===== src/rtl/mem_stage_pkg.sv =====
// Shared types and constants for the MEM pipeline stage.
// Bus layouts match the EX->MEM and MEM->WB pipeline register packing.
package mem_stage_pkg;

   localparam int EX_TO_MEM_WD = 81;
   localparam int MEM_TO_WB_WD = 70;
   localparam int MEM_TO_ID_WD = 38;
   localparam int HILO_WD      = 65;
   localparam int STALL_W      = 6;

   localparam int STALL_EX_MEM = 3;
   localparam int STALL_MEM_WB = 4;
   localparam logic STOP    = 1'b1;
   localparam logic NO_STOP = 1'b0;

   // load_op is one-hot {lb,lbu,lh,lhu,lw}
   localparam int LD_LB  = 4;
   localparam int LD_LBU = 3;
   localparam int LD_LH  = 2;
   localparam int LD_LHU = 1;
   localparam int LD_LW  = 0;

   typedef struct packed {
      logic [31:0] pc;
      logic        ram_en;
      logic [3:0]  ram_wen;
      logic        sel_rf_res;
      logic        rf_we;
      logic [4:0]  rf_waddr;
      logic [31:0] ex_result;
      logic [4:0]  load_op;
   } ex_to_mem_t;

   typedef struct packed {
      logic [31:0] pc;
      logic        rf_we;
      logic [4:0]  rf_waddr;
      logic [31:0] rf_wdata;
   } mem_to_wb_t;

   function automatic logic is_load(input ex_to_mem_t b);
      return b.ram_en & (|b.load_op);
   endfunction

endpackage


===== src/rtl/mem_stage_if.sv =====
// EX/SRAM-facing inputs and WB/ID-facing outputs of the MEM stage.
// master is the surrounding pipeline, slave is mem_stage.
interface mem_stage_if;
   import mem_stage_pkg::*;

   logic [STALL_W-1:0]      stall;
   logic [EX_TO_MEM_WD-1:0] ex_to_mem_bus;
   logic [HILO_WD-1:0]      ex_to_mem_hilo;
   logic [31:0]             data_sram_rdata;
   logic [MEM_TO_WB_WD-1:0] mem_to_wb_bus;
   logic [HILO_WD-1:0]      mem_to_wb_hilo;
   logic [MEM_TO_ID_WD-1:0] mem_to_id_bus;

   modport master (
      output stall, ex_to_mem_bus, ex_to_mem_hilo, data_sram_rdata,
      input  mem_to_wb_bus, mem_to_wb_hilo, mem_to_id_bus
   );

   modport slave (
      input  stall, ex_to_mem_bus, ex_to_mem_hilo, data_sram_rdata,
      output mem_to_wb_bus, mem_to_wb_hilo, mem_to_id_bus
   );
endinterface


===== src/rtl/mem_stage_load_align.sv =====
// Selects the addressed byte/half of a loaded word and sign/zero-extends it.
// Purely combinational; misaligned half/word offsets are not checked here.
module mem_stage_load_align
   import mem_stage_pkg::*;
(
   input  logic [31:0] data_src_i,
   input  logic [1:0]  off_i,
   input  logic [4:0]  load_op_i,
   output logic [31:0] result_o
);

   logic [7:0]  byte_v;
   logic [15:0] half_v;

   assign byte_v = data_src_i[{off_i, 3'b000} +: 8];
   assign half_v = data_src_i[{off_i[1], 4'b0000} +: 16];

   always_comb begin
      result_o = data_src_i;
      if (load_op_i[LD_LB])       result_o = {{24{byte_v[7]}}, byte_v};
      else if (load_op_i[LD_LBU]) result_o = {24'h0, byte_v};
      else if (load_op_i[LD_LH])  result_o = {{16{half_v[15]}}, half_v};
      else if (load_op_i[LD_LHU]) result_o = {16'h0, half_v};
   end

endmodule


===== src/rtl/mem_stage.sv =====
// MEM pipeline stage: EX/MEM register, load-data hold FSM and alignment, WB and ID forwarding buses.
// One cycle from EX to outputs; SRAM data is captured on its only valid cycle so it survives WB stalls.
module mem_stage
   import mem_stage_pkg::*;
(
   input  logic        clk,
   input  logic        rst,
   mem_stage_if.slave  bus
);

   typedef enum logic [1:0] {LD_IDLE, LD_FRESH, LD_HELD} ld_state_e;

   ex_to_mem_t         ex_in;
   ex_to_mem_t         bus_q;
   logic [HILO_WD-1:0] hilo_q;
   ld_state_e          state_q;
   logic [31:0]        rdata_hold_q;

   logic [31:0] data_src;
   logic [31:0] aligned;
   logic [31:0] rf_wdata;
   mem_to_wb_t  wb;

   assign ex_in = ex_to_mem_t'(bus.ex_to_mem_bus);

   always_ff @(posedge clk) begin
      if (!rst) begin
         bus_q        <= '0;
         hilo_q       <= '0;
         state_q      <= LD_IDLE;
         rdata_hold_q <= '0;
      end else begin
         if (bus.stall[STALL_EX_MEM] && !bus.stall[STALL_MEM_WB]) begin
            bus_q   <= '0;
            hilo_q  <= '0;
            state_q <= LD_IDLE;
         end else if (!bus.stall[STALL_EX_MEM]) begin
            bus_q   <= ex_in;
            hilo_q  <= bus.ex_to_mem_hilo;
            state_q <= is_load(ex_in) ? LD_FRESH : LD_IDLE;
         end else if (state_q == LD_FRESH) begin
            // Holding here implies stall[4]=1, so the load stays in MEM.
            state_q <= LD_HELD;
         end
         if (state_q == LD_FRESH)
            rdata_hold_q <= bus.data_sram_rdata;
      end
   end

   assign data_src = (state_q == LD_HELD) ? rdata_hold_q : bus.data_sram_rdata;

   mem_stage_load_align u_align (
      .data_src_i (data_src),
      .off_i      (bus_q.ex_result[1:0]),
      .load_op_i  (bus_q.load_op),
      .result_o   (aligned)
   );

   // A store never writes the register file with memory data.
   assign rf_wdata = (bus_q.sel_rf_res && (bus_q.ram_wen == 4'h0)) ? aligned : bus_q.ex_result;

   always_comb begin
      wb.pc       = bus_q.pc;
      wb.rf_we    = bus_q.rf_we;
      wb.rf_waddr = bus_q.rf_waddr;
      wb.rf_wdata = rf_wdata;
   end

   assign bus.mem_to_wb_bus  = wb;
   assign bus.mem_to_wb_hilo = hilo_q;
   assign bus.mem_to_id_bus  = {wb.rf_we, wb.rf_waddr, wb.rf_wdata};

endmodule


===== src/flat_wrapper.sv =====
// flat-port wrapper written by rule: the top's interface ports become plain ports
module mem_stage_flat import mem_stage_pkg::*;
  (clk, rst, bus_stall, bus_ex_to_mem_bus, bus_ex_to_mem_hilo, bus_data_sram_rdata, bus_mem_to_wb_bus, bus_mem_to_wb_hilo, bus_mem_to_id_bus);
  mem_stage_if bus_i ();
  input  logic clk;
  input  logic rst;
  input wire logic [$bits(bus_i.stall)-1:0] bus_stall;
  input wire logic [$bits(bus_i.ex_to_mem_bus)-1:0] bus_ex_to_mem_bus;
  input wire logic [$bits(bus_i.ex_to_mem_hilo)-1:0] bus_ex_to_mem_hilo;
  input wire logic [$bits(bus_i.data_sram_rdata)-1:0] bus_data_sram_rdata;
  output wire logic [$bits(bus_i.mem_to_wb_bus)-1:0] bus_mem_to_wb_bus;
  output wire logic [$bits(bus_i.mem_to_wb_hilo)-1:0] bus_mem_to_wb_hilo;
  output wire logic [$bits(bus_i.mem_to_id_bus)-1:0] bus_mem_to_id_bus;
  assign bus_i.stall = bus_stall;
  assign bus_i.ex_to_mem_bus = bus_ex_to_mem_bus;
  assign bus_i.ex_to_mem_hilo = bus_ex_to_mem_hilo;
  assign bus_i.data_sram_rdata = bus_data_sram_rdata;
  assign bus_mem_to_wb_bus = bus_i.mem_to_wb_bus;
  assign bus_mem_to_wb_hilo = bus_i.mem_to_wb_hilo;
  assign bus_mem_to_id_bus = bus_i.mem_to_id_bus;
  mem_stage u_core (.clk(clk), .rst(rst), .bus(bus_i));
endmodule

===== config.mk =====
export PLATFORM = sky130hd
export DESIGN_NAME = mem_stage_flat
export DESIGN_NICKNAME = d
export VERILOG_FILES = /design/src/rtl/mem_stage_pkg.sv /design/src/rtl/mem_stage_if.sv /design/src/rtl/mem_stage_load_align.sv /design/src/rtl/mem_stage.sv /design/src/flat_wrapper.sv
export SDC_FILE = /design/constraint.sdc
export NUM_CORES = 1
export LEC_CHECK = 0
export BUFFER_PORTS_ARGS = -buffer_cell sky130_fd_sc_hd__buf_2
export CAP_MARGIN = 20
export CORE_AREA = 3 3 140 142
export DETAILED_ROUTE_END_ITERATION = 10
export DIE_AREA = 0 0 143 145
export PLACE_DENSITY = 0.76
export SYNTH_ARGS = -nofsm -noshare
export SYNTH_HDL_FRONTEND = slang
export SYNTH_SLANG_ARGS = --single-unit

===== constraint.sdc =====
create_clock -name clk -period 3.4 [get_ports clk]
set_clock_uncertainty 0.05 [all_clocks]
set_input_delay 0.51 -clock clk [delete_from_list [all_inputs] [get_ports clk]]
set_output_delay 0.51 -clock clk [all_outputs]
set_load 0.05 [all_outputs]

* Word-level counts from Yosys, hierarchy flattened
Index checks and enable logic that the tools add are counted.
W data, S select, Z words.
** Cells by class
- Multiplexer cells :: 9
- Reduce and logical (&&, ||, !) cells :: 6
- Eq/ne operators :: 3
- Bitwise operators :: 2
- Shift operators :: 2
** Operators with widths (count)
- $mux W32 :: 6
- $shiftx A32 B6 Y16 :: 1
- $shiftx A32 B6 Y8 :: 1
- $reduce_or A5 Y1 :: 1
- $logic_not A4 Y1 :: 1
- $mux W2 :: 2
- $eq A2 B1 Y1 const B :: 1
- $eq A2 B2 Y1 const B :: 1
- $logic_and A1 B1 Y1 :: 2
- $ne A2 B1 Y1 const B :: 1
- $reduce_or A2 Y1 :: 1
- $and A1 B1 Y1 :: 1
- $logic_not A1 Y1 :: 1
- $mux W1 :: 1
- $not A1 Y1 :: 1
** Storage, ports and cells
- Output and inout port bits :: 173
- Input port bits :: 186
- Register bits after elaboration :: 179
- Word-level logic and storage cells :: 32

* Longest topological paths before layout
Gate-level depths: netlist (run 1).
- Word-level depth :: 8
- Depth in mapped cells :: 9
- Mapped depth without buffers :: 5

* Cells and area by module
A second synthesis (run 1) with hierarchy kept.
** Second synthesis, totals
- Cells, all modules :: 887
- Area, all modules :: 8673.3 um^2
** By module, submodules not included
- mem_stage :: cells each 768, instances 1, area an instance 7821.3 um^2, seq. area each 3583.4 um^2
- mem_stage_load_align :: cells each 119, instances 1, area an instance 852.1 um^2, seq. area each 0.0 um^2

* Least setup slack after synthesis (run 1)
Ideal clock, no wire load.
- Kind :: flip-flop to output port
- From :: register u_core.bus_q[6] in the netlist's numbering
- To :: output bus_mem_to_wb_bus[7]
- Arrival :: 2.821 ns
- Stages on the path, launching flop included :: 9
- Path slack :: 0.019 ns
- Cell sequence :: dfxtp_1 -> buf_2 -> o21a_1 -> clkbuf_1 -> nand2_1 -> nand4_1 -> nand3_1 -> o21ai_0 -> buf_4
** On the way
- Word-level cells in the longest chain between the ends :: 6
- Elaborated cells between the ends (all ways) :: 7
- Those cells by class :: shift (2); mux (5)
** Ends and longest elaborated chain
- start, declared :: RTL line mem_stage.sv:14 : ex_to_mem_t bus_q;
- start signal, assigned :: RTL line mem_stage.sv:38 : bus_q <= ex_in;
- $shiftx A32 B6 Y16 :: RTL line mem_stage_load_align.sv:16 : assign half_v = data_src_i[{off_i[1], 4'b0000} +: 16];
- $mux W32 :: RTL line mem_stage_load_align.sv:23 : else if (load_op_i[LD_LHU]) result_o = {16'h0, half_v};
- $mux W32 :: RTL line mem_stage_load_align.sv:22 : else if (load_op_i[LD_LH]) result_o = {{16{half_v[15]}}, half_v};
- $mux W32 :: RTL line mem_stage_load_align.sv:21 : else if (load_op_i[LD_LBU]) result_o = {24'h0, byte_v};
- $mux W32 * :: RTL line mem_stage_load_align.sv:20 : if (load_op_i[LD_LB]) result_o = {{24{byte_v[7]}}, byte_v};
- $mux W32 * :: RTL line mem_stage.sv:60 : assign rf_wdata = (bus_q.sel_rf_res && (bus_q.ram_wen == 4'h0)) ? aligned : bus_q.ex_result;
- end, declared :: RTL line flat_wrapper.sv:11 : output wire logic [$bits(bus_i.mem_to_wb_bus)-1:0] bus_mem_to_wb_bus;
Every way passes the cells marked *; elsewhere a longest branch is shown, timed or not.

* Worst setup path after layout (run 1)
- From :: register u_core.state_q[1]
- To :: output bus_mem_to_id_bus[9]
** On the way
- Word-level cells in the longest chain between the ends :: 8
- Elaborated cells between the ends (all ways) :: 9
- Those cells by class :: eq/ne (1); shift (2); mux (6)
** Ends and longest elaborated chain
- start, declared :: RTL line mem_stage.sv:16 : ld_state_e state_q;
- start signal, assigned :: RTL line mem_stage.sv:40 : state_q <= is_load(ex_in) ? LD_FRESH : LD_IDLE;
- $eq A2 B2 Y1 * :: RTL line mem_stage.sv:50 : assign data_src = (state_q == LD_HELD) ? rdata_hold_q : bus.data_sram_rdata;
- $mux W32 * :: RTL line mem_stage.sv:50
- $shiftx A32 B6 Y16 :: RTL line mem_stage_load_align.sv:16
- $mux W32 :: RTL line mem_stage_load_align.sv:23
- $mux W32 :: RTL line mem_stage_load_align.sv:22
- $mux W32 :: RTL line mem_stage_load_align.sv:21
- $mux W32 * :: RTL line mem_stage_load_align.sv:20
- $mux W32 * :: RTL line mem_stage.sv:60
- end, declared :: RTL line flat_wrapper.sv:13 : output wire logic [$bits(bus_i.mem_to_id_bus)-1:0] bus_mem_to_id_bus;
Marked as above.

==> impl_metrics.ini, run 1 <==
[drt]
wl_met2_mm = 12.5
num_vias = 7425
wl_met1_mm = 9.94
wl_met3_mm = 1.96
totalWireLength_mm = 25.1
drc = 0
top_layer = met5
wl_per_cell_um = 17.3
avgViaCountPerCell = 5.13
ant_nets = 0
drtPass1Iterations = 5
drt_iter0_markers = 564

[place]
io_buffers = 354
dpl_cell_area_mm2 = 0.00972
globalplace.congestion = 0.915
hpwl_mm = 19.0
dp.cells = 1412
dp_slack_ps = 438

[cts]
cts_made_buffers = 17
ctsHtreeMaxLevel = 4
tritoncts = done
clkTransAtPathRegs_ps = 80
clockBufferDepth = 2
cts.sinks = 178
root_buffer = clkbuf_16
clock_latency_ps = 420

[critical_path]
path_common_cell = buf_4
crit_buf_inv = 3
crit_family = buffers and inverters
end_kind = output port
max_stage_delay_ps = 570
start_kind = flop
criticalPathCategory = flop to output port
crit_slowest_cell = mux4_2
r2r_setup_slack_ps = 2050
crit_chain = nor2b_2 -> mux4_2 -> a311oi_4 -> buf_4 -> buf_4 -> a21oi_1 -> clkbuf_4
critPathMaxFanout = 11
cp.arrival_ps = 2760
cp.required_ps = 2840

[global_routing]
grt_pass1_wl_mm = 38.3
grt_usage_pct = 23.4
antenna_found_initial = 5
grt_max_degree = 90
gr-total-overflow = 0
grt_pass1_vias = 7022

[logic_synthesis]
avgSynthCellArea_um2 = 8.77
synth_seq_area_share_pct = 42.8
synth_top_area_share_pct = 42.8
synthTopCellsByArea = dfxtp_1, mux2i_1, nor2_1, buf_4, nand2_1
synth.net_count = 1134
ys.flop_type = dfxtp_1
yosysMostFrequentCell = nor2_1
synth-edff-count = 0
yosysWarningCount = 0
yosys-top-cells-count = nor2_1, dfxtp_1, mux2i_1, nand2_1, buf_4
synth_cell_types = 37
yosys.area.top_type = dfxtp_1
syn_area_mm2 = 0.00832
synth_seq_cells = 178
synthCells = 948
async_reset_ff_share_pct = 0

[hold_path]
hold_class = input port to flop

[run_status]
status = finished, final reports clean

[floorplanning]
die_w_um = 143
dieArea_mm2 = 0.0207
rows = 50
io_pins = 359
initial_utilization_pct = 44.8
die_h_um = 145
core_mm2 = 0.0186

[layout]
synthToLayoutAreaGrowth_pct = 24.5
fin_cells = 1448
layout-drive-gt1-share_pct = 34.6
nets = 1385
final_cell_area_mm2 = 0.0104
nFillCells = 1690

[sta]
post-route-period-util_pct = 97.6
max-slew-margin-rel_pct = 52.1
period_needed_ps = 3320
tns_ps = 0
hold_viol_final = 0
worstMarginPinSlew_ps = 719
finalSetupViolCount = 0
fmax_mhz = 301
worst_slack_ps = 83.1
timing_max_transition_violations_final = 0

[power_and_ir_drop]
power.density_mw_per_mm2 = 521
p_leak_nw = 5.33
total_power_mw = 5.40
peakVddDrop_mv = 0.328

[flow_run]
max-cap-violations = 0
[final timing paths]
kind,from,end,cells past startpoint
worst max-delay path,u_core.state_q[1],bus_mem_to_id_bus[9],7
worst min-delay path,bus_ex_to_mem_hilo[26],u_core.bus.mem_to_wb_hilo[26],3
worst max register to register,u_core.state_q[1],u_core.rdata_hold_q[13],4
worst min register to register,u_core.rdata_hold_q[17],u_core.rdata_hold_q[17],2
[what timing repair did]
item / in CTS / in global routing
setup buffers: 0 / 2
hold buffers: 0 / 0
pin swaps: 1 / 1
gates resized for setup: 0 / 7
endpoints found under the setup margin: 22 / 50
[tightest hold or removal path, delay by kind of cell]
kind          cells  cell delay [ps]
buf+inv           1               70
simple gates      1               70
mux               1               50
[cells by family after synthesis]
group                  synth area share [%]
buffers and inverters                  10.2
and+or+nand+nor                        17.0
DFF                                    42.8
AOI/OAI and AO/OA                      8.64
muxes                                  21.3
[layout make-up]
cell class	count	area, µm²	area share (%)
clock buffer	18	439	4.24
timing repair buffer	373	1950	18.9
antenna	2	5.00	0.0483
clock inverter	14	155	1.50
tap	234	293	2.83
sequential	178	3560	34.4
inverter	1	3.75	0.0363
multi-input combinational	628	3940	38.0
[routing by layer]
metal | global-route usage [%] | vias up
met5 | 0 | -
met4 | 7.94 | 6
met3 | 6.36 | 47
met2 | 40.0 | 325
met1 | 28.2 | 3423
li1 | - | 3624
[sequential cells by signal, indices dropped and copies added (netlist names)]
name	cells
u_core.bus.mem_to_wb_bus	32
u_core.bus.mem_to_wb_hilo	65
u_core.rdata_hold_q	32
u_core.state_q	2
u_core.bus_q	41
u_core.bus.mem_to_id_bus	6
[power breakdown]
group | switching [mW] | internal [mW] | leakage, nW
Sequential | 0.0612 | 2.18 | 1.46
Clock | 0.973 | 1.01 | 0.295
Combinational | 0.825 | 0.341 | 3.58
Total | 1.86 | 3.54 | 5.33
[cells in the final DEF (no fill, tap or decap), drive strengths merged, types with 5 or more instances in the layout]
cell type	synthesis	final
a21boi	32	32
a21oi	32	32
a221o	5	5
a22oi	6	6
a32oi	6	6
and3	5	5
buf	95	370
clkbuf	46	21
dfxtp	178	178
inv	1	11
mux2i	171	171
nand2	106	106
nand3	20	20
nand3b	5	5
nor2	191	191
o21ai	22	22
[through the flow]
step | util, % | hold slack (ps)
6_report | 55.7 | 247
5_1_grt | 55.7 | 243
4_1_cts | 55.5 | 243
3_5_place_dp | 52.3 | 408
3_3_place_gp | 52.3 | 401
2_1_floorplan | - | 393
(Power assumes the default switching activity.)
==> run 2, diff against run 1 <==
--- a/config.mk
+++ b/config.mk
@@ -10,7 +10,7 @@
 export CORE_AREA = 3 3 140 142
 export DETAILED_ROUTE_END_ITERATION = 10
 export DIE_AREA = 0 0 143 145
-export PLACE_DENSITY = 0.76
+export PLACE_DENSITY = 0.72
 export SYNTH_ARGS = -nofsm -noshare
 export SYNTH_HDL_FRONTEND = slang
 export SYNTH_SLANG_ARGS = --single-unit
==> constraint.sdc (replaced) <==
create_clock -name clk -period 3.35 [get_ports clk]
set_clock_uncertainty 0.05 [all_clocks]
set_input_delay 0.5025 -clock clk [delete_from_list [all_inputs] [get_ports clk]]
set_output_delay 0.5025 -clock clk [all_outputs]
set_load 0.05 [all_outputs]
==> impl_metrics.ini, run 2 (same netlist as run 1, synthesis figures left out) <==
[place]
globalplace.congestion = 0.903
dp.cells = 1411
hpwl_mm = 18.4
dp_slack_ps = 420
dpl_cell_area_mm2 = 0.00970
io_buffers = 354

[global_routing]
grt_pass1_vias = 6741
grt_pass1_wl_mm = 37.1
antenna_found_initial = 4
gr-total-overflow = 0
grt_usage_pct = 22.7
grt_max_degree = 147

[flow_run]
max-cap-violations = 0

[sta]
finalSetupViolCount = 0
period_needed_ps = 3220
timing_max_transition_violations_final = 0
rsz0062_at_grt = true
worst_slack_ps = 127
max-slew-margin-rel_pct = 24.2
hold_viol_final = 0
worstMarginPinSlew_ps = 1140
fmax_mhz = 310
post-route-period-util_pct = 96.2

[drt]
totalWireLength_mm = 24.8
num_vias = 7372
drt_iter0_markers = 541
ant_nets = 0
wl_per_cell_um = 17.1
drc = 0
drtPass1Iterations = 5
avgViaCountPerCell = 5.11

[layout]
fin_util_pct = 55.5
fin_cells = 1444
mostFrequentLayoutCells = buf_2, nor2_1, dfxtp_1
synthToLayoutAreaGrowth_pct = 23.9
nFillCells = 1768
largest_reg_flops = 65
final_common_cell = buf_2
final_cell_area_mm2 = 0.0103
layout-drive-gt1-share_pct = 34.5
nets = 1382

[critical_path]
start_kind = flop
worstSetupStartpoint = u_core.state_q[0]
cp.arrival_ps = 2670
crit_family = buffers and inverters
rr_startpoint = u_core.state_q[0]
cp.required_ps = 2800
critPathMaxFanout = 13
path_common_cell = buf_4
crit_buf_inv = 3
max_stage_delay_ps = 410
crit_slowest_cell = dfxtp_1
end_kind = output port
criticalPathCategory = flop to output port
crit_chain = nand2b_4 -> mux2_2 -> nor3b_2 -> a311oi_4 -> buf_4 -> buf_4 -> a21oi_1 -> buf_2

[cts]
cts_made_buffers = 17
root_buffer = clkbuf_16
clock_latency_ps = 410
cts_setup_buffers = 0
tritoncts = done
clkTransAtPathRegs_ps = 70
holdBufCountCts = 0
ctsHtreeMaxLevel = 4
cts.sinks = 178
clockBufferDepth = 2

[power_and_ir_drop]
peakVddDrop_mv = 0.338
total_power_mw = 5.42
comb_power_share_pct = 21.7
p_sw_mw = 1.81
p_leak_nw = 5.29
sequentialPowerShare_pct = 42.0
power.density_mw_per_mm2 = 526
p_int_mw = 3.61
sw_frac_of_total_pct = 33.3
clkPwrFrac_pct = 36.3

[run_status]
status = finished, final reports clean

[hold_path]
hold_class = input port to flop
hold_start = bus_ex_to_mem_hilo[32]

[floorplanning]
initial_utilization_pct = 44.8
die_h_um = 145
dieArea_mm2 = 0.0207
io_pins = 359
die_w_um = 143
core_mm2 = 0.0186
rows = 50
==> run 2: changes by cell type in the layout (fill, tap and decap cells not counted), moves of 2 or more <==
| cell | before | now |
|---|---|---|
| inv_6 | 3 | 5 |
| buf_4 | 17 | 15 |
| clkinvlp_4 | 0 | 3 |
| clkbuf_4 | 2 | 4 |
| inv_8 | 7 | 3 |
| clkinv_8 | 2 | 0 |
| buf_2 | 351 | 349 |
==> run 2: timing repair <==
action                                  4_1_cts  5_1_grt
hold endpoints to repair                      0        0
endpoints found under the setup margin       24       36
gates resized for setup                       1        9
==> run 2: power groups by stage <==
stage	clock network, mW	registers, mW	logic [mW]
global route	2.10	2.29	1.25
global placement	0	2.32	1.17
finish	1.97	2.28	1.18
detailed placement	0	2.32	1.18
CTS	2.02	2.28	1.18
floorplan	0	2.44	0.788
==> run 2: layout make-up <==
cell class                 instances  area (µm²)  share of cell area (%)
antenna                            1        2.50                  0.0243
clock buffer                      18         429                    4.17
clock inverter                    14         144                    1.40
inverter                           1        3.75                  0.0364
multi-input combinational        628        3940                    38.3
sequential                       178        3570                    34.6
tap                              234         293                    2.84
timing repair buffer             370        1920                    18.7
==> run 2: through the flow <==
stage	hold WS, ps	setup TNS, ps
floorplan	393	0
global placement	401	0
detailed placement	407	0
CTS	237	0
global route	243	-42.1
finish	251	0
==> run 2: worst paths after layout <==
kind,cells past startpoint,slack (ps),to
worst max-delay path,8,130,bus_mem_to_id_bus[25]
worst min-delay path,3,250,u_core.bus.mem_to_wb_hilo[32]
worst max register to register,4,2020,u_core.rdata_hold_q[10]
worst min register to register,2,410,u_core.rdata_hold_q[17]
==> run 2: layer usage <==
metal	GRT usage, %	part of all wire (%)
met4	7.51	2.6
met3	6.89	8.3
met1	27.7	40
met5	0	0.22
met2	37.9	49
==> run 2: worst reg2reg max path, delay by kind of cell (launching register included) <==
kind	cells	cell delay, ps
AO/OA/AOI/OAI	1	180
buffers and inverters	1	350
flip-flops	1	410
AND/OR/NAND/NOR	2	250
